## src/rtl/sequence_transmitter_if.sv

```systemverilog
// sequence_transmitter_if: request/pattern inputs and serial outputs of the sequence transmitter
// Ports (signals): start, pattern[MAX_LEN], len[5], repeat_i (only with SEQUENCE_TRANSMITTER_REPEAT_EN),
//                  out, valid, busy, done. master drives requests, slave is the transmitter.
interface sequence_transmitter_if #(
    parameter int MAX_LEN = 8
);
    logic               start;
    logic [MAX_LEN-1:0] pattern;
    logic [4:0]         len;
`ifdef SEQUENCE_TRANSMITTER_REPEAT_EN
    logic               repeat_i;
`endif
    logic               out;
    logic               valid;
    logic               busy;
    logic               done;
`ifdef SEQUENCE_TRANSMITTER_REPEAT_EN
    modport master (output start, pattern, len, repeat_i, input out, valid, busy, done);
    modport slave  (input start, pattern, len, repeat_i, output out, valid, busy, done);
`else
    modport master (output start, pattern, len, input out, valid, busy, done);
    modport slave  (input start, pattern, len, output out, valid, busy, done);
`endif
endinterface

```

## src/rtl/sequence_transmitter.sv

```systemverilog
// sequence_transmitter: serialises a captured pattern MSB-first with valid/busy/done framing
// Ports: clk (clock), r (sync active-high reset), bus (sequence_transmitter_if.slave).
// Optional macro SEQUENCE_TRANSMITTER_REPEAT_EN adds bus.repeat_i and the GAP/resend path.
module sequence_transmitter #(
    parameter int MAX_LEN    = 8,
    parameter int GAP_CYCLES = 2
) (
    input  logic                  clk,
    input  logic                  r,
    sequence_transmitter_if.slave bus
);
    localparam int CW = $clog2(MAX_LEN);
    typedef enum logic [1:0] {IDLE = 2'd0, SEND = 2'd1, GAP = 2'd2, DONE = 2'd3} state_t;
    state_t             state_q, state_d;
    logic [MAX_LEN-1:0] pat_q, pat_d;
    logic [CW-1:0]      cnt_q, cnt_d;
    logic [4:0]         len_eff;
    logic               out_q, out_d, valid_q, valid_d, busy_q, busy_d, done_q, done_d;
`ifdef SEQUENCE_TRANSMITTER_REPEAT_EN
    logic [4:0]         len_q, len_d;
    logic [3:0]         gap_q, gap_d;
`endif
    always_comb begin
        state_d = state_q;
        pat_d   = pat_q;
        cnt_d   = cnt_q;
`ifdef SEQUENCE_TRANSMITTER_REPEAT_EN
        len_d   = len_q;
        gap_d   = gap_q;
`endif
        len_eff = (bus.len > 5'(MAX_LEN)) ? 5'(MAX_LEN) : bus.len;
        case (state_q)
            IDLE: if (bus.start && bus.len != 5'd0) begin
                state_d = SEND;
                pat_d   = bus.pattern;
                cnt_d   = CW'(len_eff - 5'd1);
`ifdef SEQUENCE_TRANSMITTER_REPEAT_EN
                len_d   = len_eff;
`endif
            end
            SEND: if (cnt_q != '0) cnt_d = cnt_q - CW'(1);
`ifdef SEQUENCE_TRANSMITTER_REPEAT_EN
            else if (bus.repeat_i) begin
                // zero gap restarts the frame straight from the last bit
                if (GAP_CYCLES == 0) cnt_d = CW'(len_q - 5'd1);
                else begin
                    state_d = GAP;
                    gap_d   = 4'(GAP_CYCLES - 1);
                end
            end
`endif
            else state_d = DONE;
`ifdef SEQUENCE_TRANSMITTER_REPEAT_EN
            GAP: if (gap_q != 4'd0) gap_d = gap_q - 4'd1;
            else begin
                state_d = SEND;
                cnt_d   = CW'(len_q - 5'd1);
            end
`endif
            DONE: state_d = IDLE;
            default: state_d = IDLE;
        endcase
        // outputs are registered from the next state so they line up with it
        valid_d = state_d == SEND;
        out_d   = valid_d ? pat_d[cnt_d] : 1'b0;
        busy_d  = state_d != IDLE;
        done_d  = state_d == DONE;
    end
    always_ff @(posedge clk) begin
        if (r) begin
            state_q <= IDLE;
            pat_q   <= '0;
            cnt_q   <= '0;
            out_q   <= 1'b0;
            valid_q <= 1'b0;
            busy_q  <= 1'b0;
            done_q  <= 1'b0;
`ifdef SEQUENCE_TRANSMITTER_REPEAT_EN
            len_q   <= '0;
            gap_q   <= '0;
`endif
        end else begin
            state_q <= state_d;
            pat_q   <= pat_d;
            cnt_q   <= cnt_d;
            out_q   <= out_d;
            valid_q <= valid_d;
            busy_q  <= busy_d;
            done_q  <= done_d;
`ifdef SEQUENCE_TRANSMITTER_REPEAT_EN
            len_q   <= len_d;
            gap_q   <= gap_d;
`endif
        end
    end
    assign bus.out   = out_q;
    assign bus.valid = valid_q;
    assign bus.busy  = busy_q;
    assign bus.done  = done_q;
endmodule
```

## src/flat_wrapper.sv

```systemverilog
// flat-port wrapper written by rule: the top's interface ports become plain ports
module sequence_transmitter_flat 
#(
    parameter int MAX_LEN    = 8,
    parameter int GAP_CYCLES = 2
)
  (clk, r, bus_start, bus_pattern, bus_len, bus_out, bus_valid, bus_busy, bus_done);
  sequence_transmitter_if #(.MAX_LEN(MAX_LEN)) bus_i ();
  input  logic clk;
  input  logic r;
  input wire logic [$bits(bus_i.start)-1:0] bus_start;
  input wire logic [$bits(bus_i.pattern)-1:0] bus_pattern;
  input wire logic [$bits(bus_i.len)-1:0] bus_len;
  output wire logic [$bits(bus_i.out)-1:0] bus_out;
  output wire logic [$bits(bus_i.valid)-1:0] bus_valid;
  output wire logic [$bits(bus_i.busy)-1:0] bus_busy;
  output wire logic [$bits(bus_i.done)-1:0] bus_done;
  assign bus_i.start = bus_start;
  assign bus_i.pattern = bus_pattern;
  assign bus_i.len = bus_len;
  assign bus_out = bus_i.out;
  assign bus_valid = bus_i.valid;
  assign bus_busy = bus_i.busy;
  assign bus_done = bus_i.done;
  sequence_transmitter #(.MAX_LEN(MAX_LEN), .GAP_CYCLES(GAP_CYCLES)) u_core (.clk(clk), .r(r), .bus(bus_i));
endmodule
```

## config.mk

```make
export PLATFORM = sky130hd
export DESIGN_NAME = sequence_transmitter_flat
export DESIGN_NICKNAME = d
export VERILOG_FILES = /design/src/rtl/sequence_transmitter_if.sv /design/src/rtl/sequence_transmitter.sv /design/src/flat_wrapper.sv
export SDC_FILE = /design/constraint.sdc
export NUM_CORES = 1
export LEC_CHECK = 0
export BUFFER_PORTS_ARGS = -buffer_cell sky130_fd_sc_hd__buf_4
export CAP_MARGIN = 15
export CELL_PAD_IN_SITES_DETAIL_PLACEMENT = 2
export CELL_PAD_IN_SITES_GLOBAL_PLACEMENT = 2
export CORE_MARGIN = 1.5
export CORE_UTILIZATION = 31
export CTS_CLUSTER_DIAMETER = 40
export DETAILED_ROUTE_END_ITERATION = 16
export GPL_ROUTABILITY_DRIVEN = 0
export PLACE_DENSITY = 0.88
export SLEW_MARGIN = 20
export SYNTH_ARGS = -nofsm -noshare
export SYNTH_HDL_FRONTEND = slang
export SYNTH_SLANG_ARGS = --single-unit
```

## constraint.sdc

```tcl
create_clock -name clk -period 2.5 [get_ports clk]
set_input_delay 0.25 -clock clk [delete_from_list [all_inputs] [get_ports clk]]
set_output_delay 0.25 -clock clk [all_outputs]
set_load 0.01 [all_outputs]
```

==> key figures, run 1 <==
Run status
  • Status: completed

Critical path
  • Reg2reg end: u_core.bus.out
  • Arr. time, crit path: 2.50 ns
  • Setup CP Type: flip-flop to flip-flop
  • Critical path's largest stage delay: 0.41 ns
  • Worst r2r src: u_core.cnt_q[0]
  • Crit-path max FO: 9
  • Worst setup EP type: flip-flop
  • Crit path depth: 8
  • Cell Chain, Critical Path: inv_1 > ha_1 > nand2b_2 > mux2i_4 > o221a_4 > mux2_1 > o211ai_1 > o32ai_2
  • Worst path top cell family by delay: multiplexers
  • CP bufs+invs: 1
  • Register-to-Register Path Depth: 8
  • Worst path slowest cell: dfxtp_1
  • R2r setup slk: 0.19 ns
  • Worst setup SP type: flip-flop
  • Crit path required time: 2.69 ns

Place
  • Placed Area: 1170 sq um
  • Port Buffer Count: 19
  • HPWL Detailed: approximately 2200 microns

Power and ir drop
  • Switching part of the total: 34.19%
  • Comb power frac: 36.1%
  • NetSw: ~0.25 mW
  • Tot Pwr: 0.7275 mW
  • P_leak: 0.4886 nW
  • Clk pwr share: 20.6%
  • Seq pwr share: 43.3%
  • Cell Int Power: between 0.4 and 0.5 mW
  • Pwr per Cell Area: 599.4 nW/um^2
  • Worst IR Drop VDD: 0.2143 mV

Cells and area
  • Antenna diodes: 0
  • # fillers: 358
  • Share of layout cells above drive strength 1: approximately a quarter
  • Final Cell Area: 1214 sq um
  • Area grow syn2layout: 23.25%
  • Nets: 157

Global route
  • Global-route wire length before repair: 4767 microns
  • Vias in the first global route: 1004
  • Gr usage total: 18.38%
  • Largest net degree at the start of global routing: 17
  • Initial antenna violation count: 0
  • Grt total ovfl: 0

Logic synthesis
  • Syn nets: 136
  • Synth cell types: 43
  • Synth Area in Compound Gates: 23.76%
  • Post-synth ARST share: 0%
  • Seq cells post-synth: 17
  • Post-Syn Area: 984.7 sq um
  • Yosys top cell by area: dfxtp_1
  • EDFF count, synth: 0
  • Area contributors post-synth: dfxtp_1, nand2_1, a21oi_1
  • Cells after synthesis: 117
  • Largest family of logic cells by synthesized area: simple AND/OR/NAND/NOR gates
  • Adder-cell area share of the yosys netlist: 3.812%
  • Mux cell area share after synthesis: 6.607%
  • Post-synthesis xor/xnor area fraction: 0.8895%
  • Seq/Total Area, Yosys: roughly a third
  • Top cell type's share of synthesized area: 34.56%
  • Simple-Gate Fraction of Synth Area: 24.52%
  • Post-Syn Area per Cell: 8.416 sq um
  • Synth Warn #: 0
  • Synth Flop Type: dfxtp_1

Clocking
  • Hold Buf Count CTS: 0
  • CTS root buffer: clkbuf_4
  • H-tree depth: 1
  • Clock slew at reported path FFs: 0.10 ns
  • Clock sinks: 17
  • Clock Latency Late Sink: 0.30 ns
  • Inserted Clock Buffers: 3
  • TritonCTS clock tree: built
  • Clk buf depth: 2

Drt
  • DRT iter0 DRCs: 11
  • Via-per-instance ratio: 5.221
  • Via count: around 950
  • DRC: 0
  • Post-route ant nets: 0
  • Metal2 WL: ~1400 microns
  • Wire length on met1: 1217 microns
  • Final wirelength: 2782 microns
  • Uppermost layer routed: met4
  • Routed wl met3: 94 microns
  • Avg WL per Cell: 15.37 microns
  • 1st-pass router iterations: 4

STA
  • Final hold violation count: 0
  • Setup TNS: 0 ns
  • Worst-Margin Slew: 0.5964 ns
  • Final worst path period share: 92.54%
  • Tmin final: 2.313 ns
  • Endpoints failing setup: 0
  • Unrepaired setup endpoints after global routing: no
  • Max-slew violations: 0
  • Clock Skew: between 0.004 and 0.005 ns
  • Slew HR: 59.97%
  • Fmax: 432.2 MHz

Worst hold path
  • HP Start: bus_pattern[1]
  • WHS Endpoint: u_core.pat_q[1]
  • Hold crit path type: input port to flip-flop
  • Hold Crit Depth: 3

Floorplanning
  • Die height: 59.36 microns
  • Die Area: 3524 sq um
  • Core area: 3028 sq um
  • Starting Density: between 30% and 40%
  • Die Span X: 59.36 microns
  • IO Pins: 20
  • Std cell rows: 20

Job
  • Max_cap viols: 0
## cells in the final DEF (no fill, tap or decap), types with 2 or more instances in the layout
| cell | instances |
|---|---|
| buf_4 | 21 |
| nand2_1 | 19 |
| dfxtp_1 | 17 |
| a21oi_1 | 9 |
| inv_1 | 8 |
| nor2_1 | 7 |
| nor4_1 | 4 |
| mux2i_1 | 4 |
| o211ai_1 | 4 |
| nor2b_1 | 3 |
| o221ai_1 | 3 |
| ha_1 | 3 |
| clkbuf_4 | 3 |
| nor3_2 | 2 |
| or3_1 | 2 |
| nand3_1 | 2 |
## how the worst max path moves through the flow
stage                      to  slack [ns]            start
6_report       u_core.bus.out        0.19  u_core.cnt_q[0]
5_1_grt        u_core.bus.out        0.02  u_core.cnt_q[0]
4_1_cts        u_core.bus.out        0.12  u_core.cnt_q[0]
3_5_place_dp   u_core.bus.out        0.16  u_core.cnt_q[0]
3_3_place_gp   u_core.bus.out        0.26  u_core.cnt_q[0]
2_1_floorplan  u_core.bus.out        0.38  u_core.cnt_q[0]
## logic make-up after synthesis
logic type / Yosys count
simple gates: 47
compound gates: 30
buf+inv: 13
xor+xnor: 1
flops: 17
mux: 6
fa+ha+maj: 3
## cell type report
cell class	count	area, sq um	share of cell area (%)
clock buffers	4	26.28	2.165
inverters	8	30.03	2.474
multi-input cells	87	604.3	49.79
flip-flops and latches	17	340.3	28.04
well taps	44	55.05	4.536
repair buffers	21	157.7	12.99
## per-layer routing
layer / track usage (%) / vias up
met2: 31.40 / 12
met3: 4.585 / 5
met4: 5.844 / 0
met5: 0 / -
li1: - / 464
met1: 22.46 / 464
## worst min-delay path: cells and delay by family
family	cells	cell delay (ns)
AO/OA/AOI/OAI	1	0.05
buffers and inverters	1	0.11
AND/OR/NAND/NOR	1	0.05
## Yosys cell counts, drive strengths merged, types with 2 or more instances
cell type	count
nor2b	3
buf	3
inv	8
nor4	4
nor2	7
clkbuf	2
a21oi	9
ha	3
nand2	19
nor3	3
o211ai	4
nand2b	2
nand3	2
o221ai	3
or3	2
o21ai	2
dfxtp	17
mux2i	5
## sequential cells by signal (all words and copies together) (netlist names)
| register | cells |
|---|---|
| u_core.bus.out | 1 |
| u_core.bus.busy | 1 |
| u_core.cnt_q | 3 |
| u_core.state_q | 2 |
| u_core.bus.valid | 1 |
| u_core.bus.done | 1 |
| u_core.pat_q | 8 |
## power by group through the flow
| stage | logic [mW] | registers [mW] | clock network (mW) |
|---|---|---|---|
| 2_1_floorplan | 0.175 | 0.320 | 0 |
| 3_3_place_gp | 0.238 | 0.320 | 0 |
| 3_5_place_dp | 0.251 | 0.322 | 0 |
| 4_1_cts | 0.253 | 0.315 | 0.160 |
| 5_1_grt | 0.292 | 0.319 | 0.170 |
| 6_report | 0.262 | 0.315 | 0.150 |
## timing repair
action                                  4_1_cts  5_1_grt
setup buffers                                 0        0
endpoints found under the setup margin        0        1
gates resized for setup                       0        2
## per-stage QoR
| stage | setup slack [ns] | utilization [%] | cells | hold WS, ns |
|---|---|---|---|---|
| floorplan | 0.3754 | - | 117 | 0.3191 |
| global placement | 0.2648 | 38.64 | 177 | 0.4480 |
| detailed placement | 0.1585 | 38.64 | 177 | 0.4488 |
| CTS | 0.1186 | 39.50 | 181 | 0.1841 |
| global route | 0.02467 | 40.08 | 181 | 0.2066 |
| finish | 0.1865 | 40.08 | 181 | 0.1988 |
Power figures use the tool's default switching activity.
==> run 2, diff against run 1 <==
Settings changed: PLACE_DENSITY 0.88 to default, PLACE_DENSITY_LB_ADDON from default to 0.1.
==> run 2 against run 1 <==
  * Sequential cell count unchanged
  * Clock skew decreased by 0.00089 ns
  * Final cell count increased by 0.55%
  * Critical path type unchanged
  * Largest cell class unchanged
  * Largest power group unchanged
  * Highest routed layer unchanged
==> key figures, run 2 (synthesis gave the netlist of run 1 again) <==
Critical path
  • Worst path slowest cell: dfxtp_1
  • Crit path required time: 2.70 ns
  • Cell Chain, Critical Path: inv_1 > ha_1 > nand2b_2 > mux2i_2 > o221a_2 > buf_4 > mux2i_1 > a22o_1 > o32ai_2
  • Critical path's largest stage delay: 0.41 ns
  • Arr. time, crit path: 2.51 ns
  • Crit-path max FO: 7
  • Worst setup EP type: flip-flop
  • Worst setup SP type: flip-flop
  • Setup CP Type: flip-flop to flip-flop

Floorplanning
  • IO Pins: 20
  • Die Span X: about 59 microns
  • Starting Density: 32.52%
  • Die Area: between 3000 and 4000 sq um
  • Core area: 3028 sq um
  • Die height: 59.36 microns
  • Std cell rows: 20

Drt
  • Via count: 978
  • 1st-pass router iterations: 4
  • Final wirelength: 3027 microns
  • DRT iter0 DRCs: 17
  • DRC: 0
  • Via-per-instance ratio: 5.374
  • Avg WL per Cell: 16.63 microns
  • Post-route ant nets: 0

Clocking
  • Clock Latency Late Sink: ~0.3 ns
  • Hold Buf Count CTS: 0
  • CTS root buffer: clkbuf_4
  • Clock slew at reported path FFs: 0.11 ns
  • Inserted Clock Buffers: 3
  • Post-CTS setup buffer count: 0
  • TritonCTS clock tree: built
  • Clk buf depth: 2
  • Clock sinks: 17
  • Post-CTS sizing: 0
  • H-tree depth: 1

Cells and area
  • Nets: ~160
  • Max reg flops: 8
  • Antenna diodes: 0
  • Largest regs: u_core.pat_q (8), u_core.cnt_q (3), u_core.state_q (2)
  • Commonest non-fill, non-tap cells in the layout: buf_4, nand2_1, dfxtp_1
  • Final Cell Area: 1205 sq um
  • Largest register by flop count: u_core.pat_q
  • Most common cell after layout, fill and taps aside: buf_4
  • Area grow syn2layout: 22.36%
  • Share of layout cells above drive strength 1: approximately a quarter
  • # fillers: 365

STA
  • Setup TNS: 0 ns
  • Endpoints failing setup: 0
  • Slew HR: 65.96%
  • Final hold violation count: 0
  • Worst-Margin Slew: 0.5105 ns
  • Max-slew violations: 0
  • Final worst path period share: 92.24%
  • Clock Skew: 0.003308 ns
  • Tmin final: 2.306 ns
  • Fmax: 433.7 MHz
  • Unrepaired setup endpoints after global routing: no

Worst hold path
  • Hold crit path type: input port to flip-flop

Place
  • HPWL Detailed: 2303 microns
  • Placed Area: 1177 sq um
  • Port Buffer Count: 19

Run status
  • Status: completed

Power and ir drop
  • Worst IR Drop VDD: 0.2222 mV
  • NetSw: 0.2662 mW
  • Switching part of the total: 35.99%
  • Seq pwr share: 42.8%
  • Clk pwr share: 21.8%
  • Pwr per Cell Area: 613.8 nW/um^2
  • P_leak: 0.4918 nW
  • Comb power frac: 35.4%
  • Cell Int Power: 0.4734 mW

Global route
  • Initial antenna violation count: 0
  • Global-route wire length before repair: about 5100 microns
  • Grt total ovfl: 0
  • Largest net degree at the start of global routing: 17
  • Gr usage total: 19.68%
  • Vias in the first global route: roughly 1000

Job
  • Max_cap viols: 0
[run 2: layout make-up]
| cell class | instances | area [sq um] | area share (%) |
|---|---|---|---|
| timing repair buffer | 22 | 165.2 | 13.71 |
| multi-input combinational | 87 | 586.8 | 48.70 |
| tap | 44 | 55.05 | 4.569 |
| inverter | 8 | 30.03 | 2.492 |
| clock inverter | 1 | 5.005 | 0.4154 |
| sequential | 17 | 340.3 | 28.24 |
| clock buffer | 3 | 22.52 | 1.869 |
[run 2: through the flow]
stage / power, mW / util, % / hold WS (ns) / cells / worst slack [ns]
3_5_place_dp: 0.5815 / 38.88 / 0.4585 / 178 / 0.2355
6_report: 0.7396 / 39.79 / 0.1935 / 182 / 0.1941
2_1_floorplan: 0.4947 / - / 0.3191 / 117 / 0.3754
3_3_place_gp: 0.5690 / 38.88 / 0.4450 / 178 / 0.3767
4_1_cts: 0.7451 / 39.79 / 0.1944 / 182 / 0.1794
5_1_grt: 0.7903 / 39.79 / 0.1882 / 182 / 0.03964
[run 2: path summary, 6_finish.rpt]
kind              startpoint              end  slack [ns]  cells past startpoint
max          u_core.cnt_q[0]   u_core.bus.out        0.19                      9
min           bus_pattern[4]  u_core.pat_q[4]        0.19                      3
max reg2reg  u_core.cnt_q[0]   u_core.bus.out        0.19                      9
min reg2reg  u_core.pat_q[4]  u_core.pat_q[4]        0.47                      2
[run 2: per-layer routing]
metal	wire, microns	GRT usage, %	part of all wire [%]
met5	0	0	0
met3	67	2.620	2.2
met2	1515	33.28	50
met4	41	6.818	1.4
met1	1402	25.50	46
[run 2: power by group through the flow]
stage          Combinational, mW  Sequential (mW)  Clock (mW)
6_report                   0.262            0.316       0.161
5_1_grt                    0.290            0.320       0.180
4_1_cts                    0.264            0.317       0.164
3_5_place_dp               0.259            0.322           0
3_3_place_gp               0.248            0.321           0
2_1_floorplan              0.175            0.320           0
[run 2: worst max-delay path: cells and delay by family (launching register included)]
family / cells / cell delay, ns
compound gates: 3 / 0.59
fa+ha+maj: 1 / 0.25
buf+inv: 2 / 0.28
flops: 1 / 0.41
mux: 2 / 0.54
simple gates: 1 / 0.14
